--- config.mk ---
export PLATFORM = sky130hd
export DESIGN_NAME = chunked_add_sequencer
export DESIGN_NICKNAME = d
export VERILOG_FILES = /design/src/rtl/chunked_add_sequencer_pkg.sv /design/src/rtl/carry_lookahead_adder.sv /design/src/rtl/chunked_add_sequencer.sv
export SDC_FILE = /design/constraint.sdc
export NUM_CORES = 1
export LEC_CHECK = 0
export BUFFER_PORTS_ARGS = -buffer_cell sky130_fd_sc_hd__buf_2
export CAP_MARGIN = 20
export CORE_MARGIN = 2
export CORE_UTILIZATION = 49
export DETAILED_ROUTE_END_ITERATION = 6
export PLACE_DENSITY = 0.79
export SLEW_MARGIN = 20
export SYNTH_ARGS = -nofsm -noshare
export SYNTH_HDL_FRONTEND = slang
export SYNTH_SLANG_ARGS = --single-unit
--- constraint.sdc ---
create_clock -name clk -period 1.6 [get_ports clk]
set_input_delay 0.08 -clock clk [delete_from_list [all_inputs] [get_ports clk]]
set_output_delay 0.08 -clock clk [all_outputs]
set_load 0.03 [all_outputs]
--- src/rtl/chunked_add_sequencer_pkg.sv ---
// Shared types and helpers for the chunked add sequencer: FSM state encoding
// and the chunk-counter width rule.
package chunked_add_sequencer_pkg;

  typedef enum logic [1:0] {
    IDLE = 2'd0,
    RUN  = 2'd1,
    DONE = 2'd2
  } state_e;

  // A single-chunk configuration still needs a 1-bit counter.
  function automatic int cnt_width(input int nchunk);
    return (nchunk > 1) ? $clog2(nchunk) : 1;
  endfunction

endpackage

--- src/rtl/carry_lookahead_adder.sv ---
// N-bit carry-lookahead adder: every carry is a flat sum-of-products of the
// generate/propagate terms, so no carry ripples through earlier bit positions.
module carry_lookahead_adder #(
  parameter int N = 4
) (
  input  logic [N-1:0] a,
  input  logic [N-1:0] b,
  input  logic         cin,
  output logic [N:0]   sum
);

  logic [N-1:0] g;
  logic [N-1:0] p;
  logic [N:0]   carry;

  assign g        = a & b;
  assign p        = a ^ b;
  assign carry[0] = cin;

  for (genvar gi = 0; gi < N; gi++) begin : g_carry
    // terms[0] is the carry-in propagated through bits 0..gi; terms[gj+1] is
    // bit gj generating a carry that propagates through bits gj+1..gi.
    logic [gi+1:0] terms;
    assign terms[0] = cin & (&p[gi:0]);
    for (genvar gj = 0; gj <= gi; gj++) begin : g_term
      if (gj == gi) begin : g_own
        assign terms[gj+1] = g[gj];
      end else begin : g_prop
        assign terms[gj+1] = g[gj] & (&p[gi:gj+1]);
      end
    end
    assign carry[gi+1] = |terms;
  end

  assign sum = {carry[N], p ^ carry[N-1:0]};

endmodule

--- src/rtl/chunked_add_sequencer.sv ---
// Multi-cycle wide adder: one CHUNK-bit carry-lookahead adder is stepped over
// the operands LSB chunk first, with the carry held in a register between cycles.
module chunked_add_sequencer
  import chunked_add_sequencer_pkg::*;
#(
  parameter int WIDTH = 32,
  parameter int CHUNK = 4
) (
  input  logic             clk,
  input  logic             rst_n,
  input  logic             in_valid,
  output logic             in_ready,
  input  logic [WIDTH-1:0] a,
  input  logic [WIDTH-1:0] b,
  input  logic             cin,
  output logic             out_valid,
  input  logic             out_ready,
  output logic [WIDTH:0]   result,
  output logic             busy
);

  localparam int NCHUNK = WIDTH / CHUNK;
  localparam int CW     = cnt_width(NCHUNK);
  localparam logic [CW-1:0] LAST = CW'(NCHUNK - 1);

  if ((WIDTH % CHUNK) != 0) begin : g_bad_width
    $error("chunked_add_sequencer: WIDTH must be a multiple of CHUNK");
  end

  state_e           state_q, state_d;
  logic [WIDTH-1:0] a_q, a_d;
  logic [WIDTH-1:0] b_q, b_d;
  logic             carry_q, carry_d;
  logic [CW-1:0]    cnt_q, cnt_d;
  logic [WIDTH:0]   result_q, result_d;

  logic             clear;
  logic             step;
  logic [CHUNK:0]   cla_sum;
  logic [CHUNK-1:0] sum_chunk;
  logic             cout;

  carry_lookahead_adder #(
    .N(CHUNK)
  ) u_cla (
    .a  (a_q[CHUNK-1:0]),
    .b  (b_q[CHUNK-1:0]),
    .cin(carry_q),
    .sum(cla_sum)
  );

  assign sum_chunk = cla_sum[CHUNK-1:0];
  assign cout      = cla_sum[CHUNK];

  always_comb begin
    state_d = state_q;
    a_d     = a_q;
    b_d     = b_q;
    carry_d = carry_q;
    cnt_d   = cnt_q;
    clear   = 1'b0;
    step    = 1'b0;
    case (state_q)
      IDLE: begin
        if (in_valid) begin
          state_d = RUN;
          a_d     = a;
          b_d     = b;
          carry_d = cin;
          cnt_d   = '0;
          clear   = 1'b1;
        end
      end
      RUN: begin
        step    = 1'b1;
        a_d     = a_q >> CHUNK;
        b_d     = b_q >> CHUNK;
        carry_d = cout;
        cnt_d   = cnt_q + 1'b1;
        if (cnt_q == LAST) begin
          state_d = DONE;
        end
      end
      DONE: begin
        if (out_ready) begin
          state_d = IDLE;
        end
      end
      default: state_d = IDLE;
    endcase
  end

  // Each result chunk only changes on the RUN cycle whose counter selects it.
  for (genvar gi = 0; gi < NCHUNK; gi++) begin : g_result
    assign result_d[gi*CHUNK +: CHUNK] =
      clear                          ? '0 :
      (step && cnt_q == CW'(gi))     ? sum_chunk :
                                       result_q[gi*CHUNK +: CHUNK];
  end

  assign result_d[WIDTH] = clear                   ? 1'b0 :
                           (step && cnt_q == LAST) ? cout :
                                                     result_q[WIDTH];

  always_ff @(posedge clk or negedge rst_n) begin
    if (!rst_n) begin
      state_q  <= IDLE;
      a_q      <= '0;
      b_q      <= '0;
      carry_q  <= 1'b0;
      cnt_q    <= '0;
      result_q <= '0;
    end else begin
      state_q  <= state_d;
      a_q      <= a_d;
      b_q      <= b_d;
      carry_q  <= carry_d;
      cnt_q    <= cnt_d;
      result_q <= result_d;
    end
  end

  assign in_ready  = (state_q == IDLE);
  assign busy      = (state_q == RUN);
  assign out_valid = (state_q == DONE);
  assign result    = result_q;

endmodule
==> results of run 1 <==
layout make-up:
cell class	instances	share of cell area, %
Sequential cell	103	38.4
Clock inverter	5	1.21
Tap cell	129	2.40
Multi-Input combinational cell	373	32.0
Timing Repair Buffer	201	23.4
Clock buffer	11	2.10
Inverter	8	0.484
registers in the layout, summed over array words and instances, names as in the netlist:
| name | flops |
|---|---|
| carry_q | 1 |
| cnt_q | 3 |
| state_q | 2 |
| result | 33 |
| b_q | 32 |
| a_q | 32 |
power by group:
group	internal (W)	switching (W)	total, W	leakage, nW
clock	0.000925	0.000891	0.00182	0.110
combinational	0.00312	0.00474	0.00785	1.80
sequential	0.00379	0.000728	0.00452	1.25
total	0.00783	0.00635	0.0142	3.17
worst max path at each step:
stage / startpoint / to / slack [ps]
5_1_grt: a_q[0] / result[15] / -130
3_3_place_gp: a_q[0] / result[25] / -180
2_1_floorplan: b_q[0] / result[15] / -20
4_1_cts: a_q[0] / result[15] / -30
3_5_place_dp: a_q[0] / result[25] / -230
6_report: a_q[0] / result[15] / -60
per-layer routing:
metal | part of all wire [%] | wire length (um) | vias up | global-route usage, %
li1 | - | - | 2118 | -
met1 | 41 | 5540 | 2208 | 32.4
met2 | 52 | 7020 | 167 | 41.2
met3 | 4.7 | 634 | 39 | 3.90
met4 | 3.2 | 440 | 0 | 10.4
met5 | 0 | 0 | - | 0
cells by family after synthesis:
logic type	count (synthesis)
AND/OR/NAND/NOR	251
AO/OA/AOI/OAI	106
flip-flops	103
buffers and inverters	44
adder cells (fa/ha/maj)	11
multiplexers	3
XOR/XNOR	2
synth_stat cells (2+ instances only):
master / n
nand2b_1: 5
clkbuf_1: 11
a31oi_1: 56
inv_1: 7
o31ai_1: 3
nand3_4: 2
nand3_1: 27
buf_6: 3
mux2i_1: 3
buf_1: 4
a21o_1: 2
o21ai_0: 22
a311oi_1: 4
nor2_1: 61
ha_1: 10
dfrtp_1: 103
a21oi_1: 16
nand2_1: 145
buf_2: 17
stage by stage:
| stage | setup TNS [ps] | instances |
|---|---|---|
| final | -590 | 830 |
| after detailed placement | -2670 | 736 |
| after floorplan | -19.4 | 520 |
| after global placement | -1340 | 736 |
| after CTS | -149 | 821 |
| after global routing | -2220 | 830 |
repair_timing:
| item | in CTS | in global routing |
|---|---|---|
| gates cloned | 0 | 5 |
| pin swaps | 9 | 26 |
| gates resized for setup | 21 | 47 |
| endpoints found under the hold margin | 97 | 0 |
| hold buffers | 66 | 0 |
| buffers inserted | 3 | 4 |
| endpoints found under the setup margin | 30 | 83 |
worst min-delay path, delay by kind of cell:
kind	cells	cell delay (ps)
compound gates	3	250
buf+inv	1	80
simple gates	1	80
==> reports/qor.yml, run 1 <==
timing:
  timing.final.ws_setup_ps: -64.4
  tightest_slew_ps: 486
  setup_viol: 18
  rsz0062_at_grt: "yes"
  slew_headroom_pct: 67.6
  finalHoldViolations: 0
  slew_violations: 0
  fmax_mhz: 601
  period_share_pct: 104
  clock_skew_ps: 8.71
  hold_slack_ps: 142
  fin_crit_ps: 1660
logic_synthesis:
  synth.area.mux_share_pct: 0.639
  yosys-top-cells-area: "dfrtp_1, nand2_1, a31oi_1"
  avgSynthCellArea_um2: 9.04
  yosysUniqueCellTypes: 38
  netlist_area_um2: 4700
  yosys.area.top_type_share_pct: 54.9
  synthXorXnorAreaFrac_pct: 0.373
  async_flop_share_pct: 100
  synth_edf_count: 0
  synth_warnings: 0
  syn_inst: 520
  synth_top_cell_by_area: "dfrtp_1"
  synth_compound_area_share_pct: 13.7
  yosys_most_used_dff: "dfrtp_1"
  synth_nets: 600
  synth_top_family_by_area: "simple AND/OR/NAND/NOR gates"
  ys_seq_elements: 103
  synthAdderAreaFrac_pct: 3.09
  synth-simple-area-share_pct: 22.7
  ys_seq_area_share_pct: 54.9
setup_path:
  r2r-end: "result[15]"
  max_stage_delay_ps: 440
  worstPathBufferInverterCount: 1
  cpMaxStageDelayCell: "dfrtp_2"
  cp.arrival_ps: 1940
  cp.depth: 6
  cp-end-kind: "flip-flop"
  rrSetupSlack_ps: -60
  path_delay_family: "compound AO/OA/AOI/OAI gates"
  r2r.worst_path.cells: 6
  path_cells: "ha_4, a21o_1, nand4_1, o311ai_2, buf_4, o32ai_2"
  startpoint_type: "flip-flop"
  path_max_fanout: 8
  setup.worst_path.class: "flip-flop to flip-flop"
  r2r_start: "a_q[0]"
  critPathRequiredTime_ps: 1880
layout:
  multiInputGateArea_um2: 2150
  final-seq-area_um2: 2580
  fin_util_pct: 72.4
  antennaDiodeCount: 0
  stdcell_area_um2: 6720
  fill_cells: 651
  final_cell_mix: "nand2_1, buf_2, dfrtp_1"
  final_nets: 776
  area_delta_synth_final_pct: 43.0
  final_common_cell: "nand2_1"
  drive_above_1_share_pct: 28.1
die:
  die_area_um2: 10400
  initial_core_util_pct: 50.6
  die_w_um: 102
  die_h_um: 102
  ioPinCount: 105
  core_um2: 9280
  rows: 35
pwr:
  ir_drop_uv: 1100
  powerDensity_nw_per_um2: 2110
  finalPower_w: 0.0142
  leakage_nw: 3.17
run:
  cap_viol_max_count: 0
grt:
  grt_usage_pct: 24.7
  overflow: 0
  grt_pass1_wl_um: 20300
  grt_pass1_vias: 4309
  grt_max_degree: 127
  antenna_found_initial: 0
cts:
  clockBufferDepth: 2
  cts.sinks: 103
  clk_latency_ps: 370
  path_clk_slew_ps: 100
  cts_max_level: 3
  cts_made_buffers: 9
  root_buffer: "clkbuf_8"
  cts_tree: "built"
worst_hold_path:
  hold_path.class: "input pin to flip-flop"
  hold_start: "cin"
  hold_end: "carry_q"
  hold_depth: 5
place:
  gp_congestion: 0.820
  placedInstanceArea_um2: 5410
  io_buffers: 104
  dp_hpwl_um: 7310
  place_ws_ps: -229
drt:
  vias: 4532
  wl_um: 13600
  drt-initial-drc-count: 294
  drc_errors: 0
  drt_pass1_iterations: 5
  final_antenna_net_count: 0
  wl_per_cell_um: 16.4
  vias_per_cell: 5.46
run_status:
  violations: "setup timing"
  status: "complete, but fails checks"
(Power assumes the default switching activity.)
==> run 2: changes to the inputs <==
Settings changed: PLACE_DENSITY 0.79 to 0.77.
==> run 2 against run 1 <==
Critical path type unchanged; the flow still finishes with violations (setup timing); critical endpoint unchanged; via count shrank 1.7%; fmax grew 3.1%; sequential share of layout area grew 0.61 points.
==> reports/qor.yml, run 2 (synthesis results as in run 1) <==
pwr:
  finalPower_w: 0.0137  # -3.4%
  leakage_nw: 3.15  # -0.45%
  p_seq_share_pct: 32.8  # +1.0 points
  p_comb_share_pct: 55.2  # -0.2 points
  internal_power_w: 0.00763  # -2.6%
  p_sw_w: 0.00607  # -4.5%
  ir_drop_uv: 1050  # -4.4%
  clkPwrFrac_pct: 12.0  # -0.8 points
  powerDensity_nw_per_um2: 2070  # -1.9%
  p_sw_share_pct: 44.3  # -0.48 points
timing:
  setup_tns_ps: -29.4  # +561 ps
  fmax_mhz: 620  # +3.1%
  fin_crit_ps: 1610  # -50.4 ps
  clock_skew_ps: 10.4  # +1.70 ps
  slew_violations: 0  # unchanged
  setup_viol: 3  # -15
  timing.final.ws_setup_ps: -14.0  # +50.4 ps
  slew_headroom_pct: 66.0  # -1.6 points
  finalHoldViolations: 0  # unchanged
  tightest_slew_ps: 510  # +23.8 ps
  period_share_pct: 101  # -3.2 points
  rsz0062_at_grt: "yes"
drt:
  drt_pass1_iterations: 5  # unchanged
  final_antenna_net_count: 0  # unchanged
  drt-initial-drc-count: 280  # -4.8%
  vias_per_cell: 5.37  # -1.7%
  vias: 4454  # -1.7%
  drc_errors: 0  # unchanged
  wl_per_cell_um: 15.3  # -6.7%
  wl_um: 12700  # -6.7%
die:
  die_h_um: 102  # unchanged
  die_w_um: 102  # unchanged
  die_area_um2: 10400  # unchanged
  ioPinCount: 105  # unchanged
  core_um2: 9280  # unchanged
  initial_core_util_pct: 50.6  # unchanged
  rows: 35  # unchanged
setup_path:
  cpMaxStageDelayCell: "dfrtp_2"
  cp-end-kind: "flip-flop"
  path_max_fanout: 8  # unchanged
  setup.worst_path.class: "flip-flop to flip-flop"
  startpoint_type: "flip-flop"
  max_stage_delay_ps: 450  # about the same
  critPathRequiredTime_ps: 1850  # -30 ps
  rrSetupSlack_ps: -10  # +50 ps
  cp.arrival_ps: 1860  # -80 ps
  path_cells: "ha_4, a211oi_2, nor2_1, o311ai_2, buf_4, o32ai_2"
layout:
  fill_cells: 710  # +9.1%
  antennaDiodeCount: 0  # unchanged
  drive_above_1_share_pct: 26.7  # -1.4 points
  fin_util_pct: 71.2  # -1.2 points
  area_delta_synth_final_pct: 40.7
  final-seq-area_um2: 2580  # about the same
  multiInputGateArea_um2: 2080  # -3.3%
  largest_reg_flops: 33  # unchanged
  final_common_cell: "nand2_1"
  final_nets: 777  # +0.13%
  stdcell_area_um2: 6610  # -1.6%
  final_cell_mix: "nand2_1, buf_2, dfrtp_1"
run:
  cap_viol_max_count: 0  # unchanged
grt:
  grt_pass1_vias: 4411  # +2.4%
  use_met3_pct: 4.51  # +0.62 points
  grt_busiest_layer: "met2"
  grtUsageMet1_pct: 32.1  # -0.32 points
  grt_max_degree: 127  # unchanged
  overflow: 0  # unchanged
  grt_usage_pct: 24.8  # +0.088 points
  grt_pass1_wl_um: 20300  # +0.27%
  antenna_found_initial: 0  # unchanged
  gr-usage-met2_pct: 41.6  # +0.40 points
cts:
  path_clk_slew_ps: 90  # about the same
  cts.sinks: 103  # unchanged
  root_buffer: "clkbuf_8"
  clk_latency_ps: 360  # about the same
  cts_tree: "built"
  cts_made_buffers: 9  # unchanged
  cts_max_level: 3  # unchanged
  clockBufferDepth: 2  # unchanged
worst_hold_path:
  hold_path.class: "input pin to flip-flop"
place:
  io_buffers: 104  # unchanged
  gp_congestion: 0.826  # +0.69%
  placedInstanceArea_um2: 5480  # +1.2%
  dp_hpwl_um: 7530  # +3.0%
run_status:
  violations: "setup timing"
  status: "complete, but fails checks"
==> run 2: final cells by class <==
cell class,instances,share of cell area [%]
Clock inverter,5,0.851
Clock buffer,10,2.08
Inverter,8,0.492
Sequential cell,103,39.0
Timing Repair Buffer,202,23.7
Multi-Input combinational cell,373,31.5
Tap cell,129,2.44
==> run 2: per-stage QoR <==
step / std cells / hold WS (ps) / setup slack (ps)
after global placement: 740 / 64.0 / -178
final: 830 / 178 / -14.0
after CTS: 825 / 159 / -11.1
after global routing: 830 / 230 / -89.5
after detailed placement: 740 / 60.6 / -215
after floorplan: 520 / -216 / -19.4
==> run 2: power by group through the flow <==
stage          Combinational, W  Clock, W  Sequential (W)
2_1_floorplan           0.00386         0         0.00500
5_1_grt                 0.00836   0.00177         0.00462
3_5_place_dp            0.00642         0         0.00448
3_3_place_gp            0.00624         0         0.00443
4_1_cts                 0.00699   0.00168         0.00448
6_report                0.00757   0.00164         0.00449
==> run 2: path summary, 6_finish.rpt <==
| check | startpoint | endpoint | depth (start not counted) |
|---|---|---|---|
| max reg2reg | a_q[0] | result[15] | 6 |
| max | a_q[0] | result[15] | 6 |
| min reg2reg | result[23] | result[23] | 2 |
| min in group asynchronous | rst_n | result[27] | 2 |
| max in group asynchronous | rst_n | a_q[17] | 3 |
| min | cin | carry_q | 5 |
==> run 2: routing by layer <==
layer	share of wire [%]	vias to the layer above
met1	42	2138
met4	3.5	0
met3	4.4	43
met2	50	157
met5	0	-
li1	-	2116
==> run 2: timing repair <==
action,4_1_cts,5_1_grt
hold buffers,66,0
pin swaps,4,16
setup buffers,4,3
resized for setup,13,28
endpoints found under the hold margin,96,0
endpoints found under the setup margin,23,55
cloned,0,2
==> run 2: critical path: cells and delay by family, from the launching register on <==
kind                     cells  cell delay, ps
AND/OR/NAND/NOR              1              70
AO/OA/AOI/OAI                3             520
flip-flops                   1             450
adder cells (fa/ha/maj)      1             230
buffers and inverters        1             230
==> run 3: changes to the inputs <==
Settings changed: CORE_ASPECT_RATIO from default to 1.1.
==> run 3 against run 2 <==
The flow still finishes with violations (setup timing); non-clock buffer count is 4 lower; cell count shrank 1.9%; critical path depth did not move; global-route usage grew 0.16 points; combinational power down 4.1%; routed wire length up 3.1%; largest power group unchanged.
==> reports/qor.yml, run 3 (synthesis results as in run 1) <==
run_status:
  status: "complete, but fails checks"
  violations: "setup timing"
drt:
  final_antenna_net_count: 0  # unchanged
  drt_pass1_iterations: 7  # +2
  drt-initial-drc-count: 287  # +2.5%
  wl_um: 13100  # +3.1%
  vias_per_cell: 5.46  # +1.7%
  vias: 4442  # -0.27%
  drc_errors: 0  # unchanged
  wl_per_cell_um: 16.1  # +5.2%
layout:
  final_cell_mix: "nand2_1, buf_2, dfrtp_1"
  area_delta_synth_final_pct: 39.0
  antennaDiodeCount: 0  # unchanged
  fill_cells: 693  # -2.4%
  largest_reg_flops: 33  # unchanged
  drive_above_1_share_pct: 25.5  # -1.1 points
  final_nets: 773  # -0.51%
  final_common_cell: "nand2_1"
cts:
  cts_made_buffers: 9  # unchanged
  clk_latency_ps: 370  # about the same
  cts.sinks: 103  # unchanged
  path_clk_slew_ps: 110  # +20 ps
  cts_tree: "built"
  clockBufferDepth: 2  # unchanged
  root_buffer: "clkbuf_8"
  cts_max_level: 3  # unchanged
timing:
  fin_crit_ps: 1650  # +36.5 ps
  hold_slack_ps: 179  # +0.686 ps
  timing.final.ws_setup_ps: -50.4  # -36.5 ps
  clock_skew_ps: 14.2  # +3.83 ps
  finalHoldViolations: 0  # unchanged
  setup_viol: 15  # +12
  fmax_mhz: 606  # -2.2%
  tightest_slew_ps: 450  # -59.7 ps
  rsz0062_at_grt: "yes"
  slew_violations: 0  # unchanged
  period_share_pct: 103  # +2.3 points
  slew_headroom_pct: 70.0  # +4.0 points
pwr:
  ir_drop_uv: 1180  # +12%
  leakage_nw: 3.13  # -0.66%
  powerDensity_nw_per_um2: 2060  # -0.71%
  finalPower_w: 0.0134  # -1.9%
die:
  core_um2: 9350  # +0.73%
  ioPinCount: 105  # unchanged
  die_w_um: 97.4  # -4.5%
  die_area_um2: 10400  # about the same
  die_h_um: 107  # +4.7%
  rows: 37  # +5.7%
  initial_core_util_pct: 50.2  # -0.37 points
place:
  dp_hpwl_um: 7180  # -4.6%
  gp_congestion: 0.764  # -7.5%
  io_buffers: 104  # unchanged
  place_ws_ps: -180  # +35.0 ps
grt:
  antenna_found_initial: 0  # unchanged
  grt_pass1_wl_um: 21000  # +3.3%
  grt_pass1_vias: 4392  # -0.43%
  grt_max_degree: 127  # unchanged
  overflow: 0  # unchanged
  grt_usage_pct: 25.0  # +0.16 points
setup_path:
  setup.worst_path.class: "flip-flop to flip-flop"
  path_max_fanout: 8  # unchanged
  cp-startpoint: "a_q[0]"
  cp.arrival_ps: 1910  # +50 ps
  r2r_start: "a_q[0]"
  startpoint_type: "flip-flop"
  cp-end-kind: "flip-flop"
  critPathRequiredTime_ps: 1860  # about the same
run:
  cap_viol_max_count: 0  # unchanged
worst_hold_path:
  hold_path.class: "input pin to asynchronous set/reset pin"
[run 3: cell types whose count changed in the layout (fill, tap and decap cells not counted), moves of 3 or more]
cell	previous run	this run
buf_6	5	1
a21oi_1	12	15
clkinv_4	0	3
inv_8	0	3
o21ai_1	7	10
o21ai_2	8	5
[run 3: final timing paths]
check / end / slack (ps) / cells after the start
min in group clk: carry_q / 210 / 5
worst max-delay path: result[15] / -50 / 6
worst max register to register: result[15] / -50 / 6
max in group asynchronous: a_q[18] / 840 / 3
worst min register to register: result[19] / 510 / 2
worst min-delay path: b_q[1] / 180 / 2
[run 3: critical path: stages (launching register included)]
cell and delay [ps]:
dfrtp_2 450, ha_4 260, a211oi_2 180, nor2_1 90, o311ai_2 240, buf_4 240, o32ai_2 100
[run 3: report_power, final]
part	total (W)	leakage [nW]	internal [W]	switching, W
Clock	0.00169	0.103	0.000746	0.000946
Sequential	0.00448	1.25	0.00379	0.000695
Combinational	0.00726	1.78	0.00289	0.00437
Total	0.0134	3.13	0.00742	0.00601
[run 3: layout make-up]
type / count / area [um2] / share of cell area (%)
clock buffer: 9 / 124 / 1.90
multi-input combinational: 373 / 2030 / 31.1
sequential: 103 / 2580 / 39.5
clock inverter: 6 / 78.8 / 1.21
tap: 117 / 146 / 2.24
inverter: 8 / 37.5 / 0.575
timing repair buffer: 198 / 1530 / 23.4
[run 3: metal layers]
| metal | up-vias | part of all wire, % | GRT usage [%] |
|---|---|---|---|
| met5 | - | 0 | 0 |
| met4 | 0 | 2.8 | 9.82 |
| met3 | 35 | 5.5 | 4.50 |
| met2 | 181 | 50 | 41.8 |
| met1 | 2116 | 42 | 32.6 |
| li1 | 2110 | - | - |
[run 3: repair_timing]
action,in CTS,in global routing
hold endpoints to repair,112,0
pin swaps,9,9
hold buffers,66,0
buffers inserted,1,4
gates cloned,0,2
resized for setup,18,15
setup endpoints to repair,25,69
[run 3: stage by stage]
step           std cells  utilization, %  instance area, um2  TNS, ps
2_1_floorplan        520               -                4710    -19.4
3_3_place_gp         726            58.3                5450    -1220
3_5_place_dp         726            58.3                5450    -2340
4_1_cts              808            68.6                6410     -145
5_1_grt              814            69.8                6530    -1370
6_report             814            69.8                6530     -299
